===== src/rtl/sha256_block_sequencer.sv =====
// ---------------------------------------------------------------------------
// sha256_block_sequencer
//
// Multi-block message controller that sits in front of the SHA-256 core.
// Message words arrive over a valid/ready stream and are collected into a
// 512-bit block. The core is started once per block, and each block's result
// becomes the IV of the next block. After the final block the digest is
// offered on a valid/ready output. Padding is done upstream.
//
// Optional feature macro: SHA256_SEQ_TIMEOUT_EN
//   When this macro is defined, the sequencer aborts a block if the core has
//   not completed within TIMEOUT_CYCLES cycles of WAIT. It pulses err_timeout
//   and discards the message. When the macro is undefined, err_timeout is tied
//   low and WAIT has no time limit.
//
// Parameters:
//   TIMEOUT_CYCLES  WAIT-cycle limit (used only with SHA256_SEQ_TIMEOUT_EN)
//   CNT_W           width of block_count
//
// Ports:
//   clk, reset        rising-edge clock; asynchronous active-low reset
//   s_word_valid/ready/s_word/s_last   message word stream
//                     (s_last is legal only on word 15)
//   core_start        one-cycle start pulse to the core
//   core_w            {W0..W15}, with W0 in [511:480]
//   core_iv           {H0..H7}, with H0 in [255:224]
//   core_result       core hash result
//   core_done         core done level
//   d_valid/d_ready/d_digest           final digest handshake
//   busy              low only while idle (LOAD with no words buffered)
//   block_count       blocks completed in the current message (saturating)
//   err_proto         one-cycle pulse when s_last is accepted early
//   err_timeout       one-cycle pulse when the core times out
// ---------------------------------------------------------------------------
module sha256_block_sequencer #(
  parameter int TIMEOUT_CYCLES = 255,
  parameter int CNT_W          = 16
) (
  input  logic             clk,
  input  logic             reset,
  input  logic             s_word_valid,
  output logic             s_word_ready,
  input  logic [31:0]      s_word,
  input  logic             s_last,
  output logic             core_start,
  output logic [511:0]     core_w,
  output logic [255:0]     core_iv,
  input  logic [255:0]     core_result,
  input  logic             core_done,
  output logic             d_valid,
  input  logic             d_ready,
  output logic [255:0]     d_digest,
  output logic             busy,
  output logic [CNT_W-1:0] block_count,
  output logic             err_proto,
  output logic             err_timeout
);

  localparam logic [255:0] H_INIT =
    256'h6a09e667_bb67ae85_3c6ef372_a54ff53a_510e527f_9b05688c_1f83d9ab_5be0cd19;

  typedef enum logic [1:0] {LOAD, START, WAIT, OUT} state_t;

  state_t       state, state_next;
  logic [3:0]   idx;
  logic [31:0]  word_buf [16];
  logic [255:0] iv;
  logic [255:0] hash;
  logic         last_blk;
  logic         done_q;
  logic         word_xfer;
  logic         proto_bad;
  logic         completion;
  logic         timeout_hit;

  assign word_xfer  = s_word_valid && s_word_ready;
  assign proto_bad  = word_xfer && s_last && (idx != 4'd15);
  // A completion is counted only on a rising edge of core_done. A done level
  // that is still high from the previous block is therefore ignored.
  assign completion = (state == WAIT) && core_done && !done_q;

  // Ready is gated by reset so that every handshake output reads 0 while
  // the sequencer is held in reset.
  assign s_word_ready = (state == LOAD) && reset;
  assign core_start   = (state == START);
  assign d_valid      = (state == OUT);
  assign busy         = !((state == LOAD) && (idx == 4'd0));
  assign core_iv      = iv;
  assign d_digest     = hash;

  always_comb begin
    core_w = '0;
    for (int i = 0; i < 16; i++) begin
      core_w[511 - 32*i -: 32] = word_buf[i];
    end
  end

`ifdef SHA256_SEQ_TIMEOUT_EN
  localparam int TW = ($clog2(TIMEOUT_CYCLES + 1) > 8) ? $clog2(TIMEOUT_CYCLES + 1) : 8;
  logic [TW-1:0] wait_cnt;

  // The counter is cleared in START, so it reads 0 on the first WAIT cycle.
  always_ff @(posedge clk or negedge reset) begin
    if (!reset) begin
      wait_cnt <= '0;
    end else if (state == START) begin
      wait_cnt <= '0;
    end else if (state == WAIT) begin
      wait_cnt <= wait_cnt + 1'b1;
    end
  end

  // A completion edge in the expiry cycle takes priority over the timeout.
  assign timeout_hit = (state == WAIT) && !completion &&
                       (wait_cnt == TW'(TIMEOUT_CYCLES - 1));

  always_ff @(posedge clk or negedge reset) begin
    if (!reset) begin
      err_timeout <= 1'b0;
    end else begin
      err_timeout <= timeout_hit;
    end
  end
`else
  assign timeout_hit = 1'b0;
  assign err_timeout = 1'b0;
`endif

  always_comb begin
    state_next = state;
    case (state)
      LOAD: begin
        if (word_xfer && !proto_bad && (idx == 4'd15)) state_next = START;
      end
      START: state_next = WAIT;
      WAIT: begin
        if (completion)       state_next = last_blk ? OUT : LOAD;
        else if (timeout_hit) state_next = LOAD;
      end
      OUT: begin
        if (d_ready) state_next = LOAD;
      end
      default: state_next = LOAD;
    endcase
  end

  always_ff @(posedge clk or negedge reset) begin
    if (!reset) begin
      state       <= LOAD;
      idx         <= 4'd0;
      iv          <= H_INIT;
      hash        <= '0;
      last_blk    <= 1'b0;
      done_q      <= 1'b0;
      block_count <= '0;
      err_proto   <= 1'b0;
      for (int i = 0; i < 16; i++) word_buf[i] <= '0;
    end else begin
      state     <= state_next;
      done_q    <= core_done;
      err_proto <= proto_bad;
      case (state)
        LOAD: begin
          if (word_xfer) begin
            word_buf[idx] <= s_word;
            if (proto_bad) begin
              idx         <= 4'd0;
              iv          <= H_INIT;
              block_count <= '0;
            end else begin
              // idx wraps from 15 back to 0 as the block is handed to the core.
              idx <= idx + 4'd1;
              if (idx == 4'd15) last_blk <= s_last;
            end
          end
        end
        WAIT: begin
          if (completion) begin
            hash <= core_result;
            if (block_count != {CNT_W{1'b1}}) block_count <= block_count + 1'b1;
            if (!last_blk) iv <= core_result;
          end else if (timeout_hit) begin
            iv          <= H_INIT;
            block_count <= '0;
          end
        end
        OUT: begin
          if (d_ready) begin
            iv          <= H_INIT;
            block_count <= '0;
          end
        end
        default: ;
      endcase
    end
  end

endmodule

===== config.mk =====
export PLATFORM = sky130hd
export DESIGN_NAME = sha256_block_sequencer
export DESIGN_NICKNAME = d
export VERILOG_FILES = /design/src/rtl/sha256_block_sequencer.sv
export SDC_FILE = /design/constraint.sdc
export NUM_CORES = 1
export LEC_CHECK = 0
export ABC_AREA = 1
export ABC_CLOCK_PERIOD_IN_PS = 2200
export CORE_AREA = 4 4 515 517
export DETAILED_ROUTE_END_ITERATION = 16
export DIE_AREA = 0 0 519 521
export PLACE_DENSITY = 0.42
export SYNTH_ARGS = -nofsm -noshare
export SYNTH_HDL_FRONTEND = slang
export SYNTH_SLANG_ARGS = --single-unit
export TNS_END_PERCENT = 50

===== constraint.sdc =====
create_clock -name clk -period 2.2 [get_ports clk]
set_input_delay 0.55 -clock clk [delete_from_list [all_inputs] [get_ports clk]]
set_output_delay 0.55 -clock clk [all_outputs]
set_load 0.01 [all_outputs]

==> qor.yml, run 1 <==
drive_above_1_share_pct: 19.4
pwr-share-comb_pct: 40.3
grt_overflow: 0
skew_ps: 20.9
h-tree-depth: 4
finalCriticalPeriod_ps: 2240
cpPeakStageDelay_ps: 440
rrSetupSlack_ps: 150
initial_utilization_pct: 15.2
power.density_nw_per_um2: 1430
cp_top_family: "flip-flops"
synthCells: 3729
critPathKind: "register to primary output"
cp-end-kind: "primary output"
synth_most_common_cell: "dfrtp_1"
numClockSinks: 1049
p_sw_share_pct: 38.0
dp_hpwl_um: 163000
first_pass_iters: 5
synth_flop_cell: "dfrtp_1"
hp-class: "input port to register"
syn_nets: 4028
fin_ws_ps: -41.9
dpl_cell_area_um2: 59300
synthesis.area_um2: 39800
totalWireLength_um: 209000
status: "finished, violations left"
path_clk_slew_ps: 60
crit_arrival_ps: 1690
drtAntennaViolNets: 0
grt_antenna_before_repair: 12
crit_chain: "nor2_4 -> buf_6 -> nand3_4 -> buf_12"
slew_headroom_pct: 43.4
yosysSeqAreaShare_pct: 66.4
synth.area.top_cells: "dfrtp_1, dfstp_2, mux2_2, nand2_1, o21ai_0"
wl_per_cell_um: 23.9
cp_slowest_cell: "dfrtp_2"
ir_drop_uv: 754
clkLatencyLatePin_ps: 750
n_fill_cell: 28100
seq_power_share_pct: 36.0
p_sw_w: 0.0347
synth.avg_cell_area_um2: 10.7
finish.utilization_pct: 24.4
grt_pass1_vias: 33700
hold_violations: 0
num_io_pins: 1340
ys_warn_count: 0
io_buffers: 1338
ff_latch_area_um2: 26400
die_h_um: 521
max_cap_violations: 0
synth_commonest_cells: "dfrtp_1, nand2_1, nor2_1"
grt_max_degree: 108
p_leak_nw: 32.4
r2r_end: "core_iv[113]"
rsz0062_at_grt: "true"
internal-power_w: 0.0566
core_um2: 261000
finalSetupViolCount: 2
area_growth_pct: 60.1
path_buf_inv: 2
ys_async_sr_fraction_pct: 100
cts_tree: "built"
pwr-share-clk_pct: 23.7
die_w_um: 519
r2r-start: "idx[0]"
hold_path_end: "core_iv[107]"
critPathMaxFanout: 4
ff2ff_path_depth: 9
drtIter0Drc: 1995
num_vias: 32700
multi_input_area_um2: 11700
synth_cell_types: 32
cp-start-kind: "register"
fin_crit_sh_pct: 102
synth_top_cell_area_share_pct: 57.4
synth-edff-count: 0
worst_pin_slew_ps: 849
row_count: 188
crit_required_ps: 1650
min_path_cells: 3
violations: "setup timing"
design_area_um2: 63700
hp-start: "core_result[107]"
ctsRootBufferMaster: "clkbuf_16"
drv_slew: 0
grt_usage_pct: 15.0
place_congestion: 0.817
final_nets: 5500
max_freq_mhz: 446
numCtsBuffers: 131
clk_path_buf_depth: 3
synth_seq_cells: 1049
die_area_um2: 270000
vias_per_cell: 3.74
drc_errors: 0
grt_pass1_wl_um: 287000
synth_top_area_cell: "dfrtp_1"
[final cells by class]
cell class	instances	share of cell area, %
antenna	6	0.0236
timing repair buffer	1588	25.5
sequential	1049	41.5
inverter	193	1.15
clock inverter	40	0.772
clock buffer	198	5.95
tap	3420	6.72
multi-input combinational	2238	18.4
[cell usage in the layout (no fill, tap or decap), types with 87 or more instances in the layout]
cell type and n:
clkdlybuf4s50_1 292, dfstp_2 136, dlygate4sd2_1 593, o21ai_0 422
nand2_1 634, mux2_2 256, buf_4 184, a21oi_1 321
inv_1 186, buf_12 89, nor2_1 485, dlymetal6s2s_1 246
clkbuf_16 132, clkdlybuf4s15_2 87, dfrtp_1 901
[state kept, by name (all words and copies together) (netlist names)]
signal and flops:
err_proto 1, idx 4, core_iv 256, done_q 1
core_w 512, d_digest 256, last_blk 1, block_count 16
state 2
[worst max path at each step]
stage                     cells past startpoint      start            to  slack [ps]
final                                         4   state[1]          busy         -40
after global routing                          4   state[1]          busy        -170
after CTS                                     4     idx[2]          busy        -170
after detailed placement                      9  core_done  core_iv[113]        -420
after global placement                       10  core_done   core_iv[83]        -440
after floorplan                               9     idx[0]   core_iv[81]         420
[worst min-delay path, cell delays in order]
cell,delay (ps)
clkdlybuf4s50_1,420
nand2_1,70
o21ai_0,70
[cells by family after synthesis]
kind of cell	synth area share, %
AOI/OAI and AO/OA	9.97
other	0.00943
and+or+nand+nor	11.6
buffers and inverters	4.48
adders and majority gates	0.157
DFF	66.4
muxes	7.25
xor gates and xnor gates	0.0881
[metrics by stage]
stage | TNS, ps | worst slack (ps) | hold WS (ps) | power (W) | std cells
2_1_floorplan | 0 | 419 | 254 | 0.0470 | 3729
3_3_place_gp | -186270 | -438 | 463 | 0.0743 | 8471
3_5_place_dp | -189890 | -419 | 466 | 0.0745 | 8471
4_1_cts | -27170 | -174 | 294 | 0.0936 | 8721
5_1_grt | -546 | -166 | 343 | 0.0970 | 8727
6_report | -63.1 | -41.9 | 412 | 0.0912 | 8732
[repair_timing]
action,in CTS,in global routing
hold buffers,1,0
pin swaps,4,3
gates resized for setup,1123,259
buffers inserted,11,5
cloned,0,0
hold endpoints to repair,66,0
setup endpoints to repair,1290,372
[power groups by stage]
stage	registers [W]	clock network (W)	logic, W
floorplan	0.0360	0	0.0110
global placement	0.0330	0	0.0413
detailed placement	0.0332	0	0.0414
CTS	0.0329	0.0225	0.0381
global route	0.0338	0.0233	0.0399
finish	0.0328	0.0217	0.0368
[layer usage]
layer	global-route usage, %	vias to the layer above	routed length, µm
li1	-	15100	-
met1	17.5	16100	82800
met2	25.8	1244	103000
met3	5.98	188	19700
met4	3.16	4	3860
met5	0	-	21
No activity file was read; power rests on OpenSTA's default activity.
==> run 2: changes to the inputs <==
--- a/config.mk
+++ b/config.mk
@@ -7,9 +7,9 @@
 export LEC_CHECK = 0
 export ABC_AREA = 1
 export ABC_CLOCK_PERIOD_IN_PS = 2200
-export CORE_AREA = 4 4 515 517
+export CORE_AREA = 2 2 519 521
 export DETAILED_ROUTE_END_ITERATION = 16
-export DIE_AREA = 0 0 519 521
+export DIE_AREA = 0 0 521 523
 export PLACE_DENSITY = 0.42
 export SYNTH_ARGS = -nofsm -noshare
 export SYNTH_HDL_FRONTEND = slang
==> run 2 against run 1 <==
The run still ends with setup timing left; wire length down 1.8%; via count about the same; global-route usage down 0.41 points; non-clock buffer count down 2; final cell count up 1.5%; critical path depth unchanged; clock skew up 47 ps; largest cell class unchanged; largest power group unchanged.
==> qor.yml, run 2 (synthesized netlist as in run 1, its figures left out) <==
rrSetupSlack_ps: 30
fin_crit_sh_pct: 102
fin_ws_ps: -52.1
max_cap_violations: 0
row_count: 190
hold_path_end: "core_iv[107]"
first_pass_iters: 6
r2r-start: "idx[0]"
hold_violations: 0
grt_usage_pct: 14.6
grt_antenna_before_repair: 9
numCtsBuffers: 142
io_buffers: 1338
critPathMaxFanout: 3
use_met3_pct: 6.12
design_area_um2: 63900
numClockSinks: 1049
final_nets: 5509
final_common_cell: "dfrtp_1"
crit_start: "state[0]"
top_usage_layer: "met2"
violations: "setup timing"
hp-class: "input port to register"
num_vias: 32700
min_path_cells: 3
drive_above_1_share_pct: 19.6
die_h_um: 523
cp-start-kind: "register"
final_cell_mix: "dfrtp_1, nand2_1, dlygate4sd2_1"
total_power_w: 0.0923
critPathKind: "register to primary output"
gr-usage-met2_pct: 25.1
rsz0062_at_grt: "true"
drc_errors: 0
num_io_pins: 1340
met1_usage_pct: 16.6
max_freq_mhz: 444
ff2ff_path_depth: 10
grt_pass1_vias: 33400
totalWireLength_um: 205000
drv_slew: 0
largest_reg_flops: 512
ir_drop_uv: 619
finish.utilization_pct: 23.9
cp-end-kind: "primary output"
crit_required_ps: 1650
p_leak_nw: 32.5
die_w_um: 521
finalCriticalPeriod_ps: 2250
hp-start: "core_result[107]"
vias_per_cell: 3.68
wl_per_cell_um: 23.2
dp_hpwl_um: 160000
grt_max_degree: 95
clk_path_buf_depth: 4
place_congestion: 0.819
h-tree-depth: 4
grt_pass1_wl_um: 281000
finalSetupViolCount: 2
drtIter0Drc: 1675
core_um2: 267000
r2r_end: "core_iv[195]"
die_area_um2: 272000
skew_ps: 68.2
ctsRootBufferMaster: "clkbuf_16"
n_fill_cell: 28800
slew_headroom_pct: 58.3
path_clk_slew_ps: 60
area_growth_pct: 60.7
status: "finished, violations left"
grt_overflow: 0
clkLatencyLatePin_ps: 800
worst_pin_slew_ps: 625
initial_utilization_pct: 14.9
dpl_cell_area_um2: 59400
crit_arrival_ps: 1700
cts_tree: "built"
power.density_nw_per_um2: 1440
drtAntennaViolNets: 0
-- run 2: cell count changes in the layout (fill, tap and decap cells not counted), moves of 15 or more --
cell / change
buf_2: +31
clkbuf_16: +15
clkdlybuf4s15_2: -19
dlygate4sd2_1: -18
dlymetal6s2s_1: +23
o21ai_0: -39
o21ai_1: +39
-- run 2: cell type report --
cell class	instances	area [µm²]	share of cell area, %
Sequential cell	1049	26400	41.3
Timing Repair Buffer	1586	16100	25.2
Multi-Input combinational cell	2238	11700	18.3
Tap cell	3552	4440	6.95
Clock buffer	205	4060	6.36
Inverter	193	729	1.14
Clock inverter	36	398	0.622
Antenna cell	8	20.0	0.0313
-- run 2: metal layers --
metal	share of wire, %	up-vias
li1	-	15100
met1	39	16100
met2	49	1213
met3	10	215
met4	2.4	4
met5	0.013	-
-- run 2: how the worst max path moves through the flow --
| stage | to | slack (ps) | cells after the start |
|---|---|---|---|
| 2_1_floorplan | core_iv[81] | 420 | 9 |
| 5_1_grt | busy | -190 | 4 |
| 6_report | busy | -50 | 4 |
| 3_5_place_dp | d_digest[163] | -430 | 8 |
| 3_3_place_gp | d_digest[0] | -440 | 8 |
| 4_1_cts | busy | -170 | 4 |
-- run 2: where the power goes --
group / internal [W] / leakage, nW / total (W) / switching, W
Clock: 0.0136 / 2.19 / 0.0228 / 0.00915
Sequential: 0.0282 / 12.9 / 0.0329 / 0.00470
Combinational: 0.0159 / 17.4 / 0.0366 / 0.0207
Total: 0.0578 / 32.5 / 0.0923 / 0.0345
-- run 2: through the flow --
step	setup slack [ps]	cells	hold slack [ps]	setup TNS [ps]
after global placement	-439	8602	461	-162180
after floorplan	419	3729	254	0
after global routing	-194	8863	308	-3460
after detailed placement	-430	8602	467	-174400
final	-52.1	8867	364	-76.5
after CTS	-166	8855	263	-30430
-- run 2: critical path, cell delays in order, from the launching register on --
cell	delay, ps
dfrtp_1	420
nor2_4	160
buf_6	130
nand3_4	80
buf_12	150
-- run 2: timing repair --
item	CTS	global route
hold endpoints to repair	82	0
setup buffers	11	1
pin swaps	5	1
cloned	0	3
setup endpoints to repair	1274	491
hold buffers	1	0
gates resized for setup	1130	338
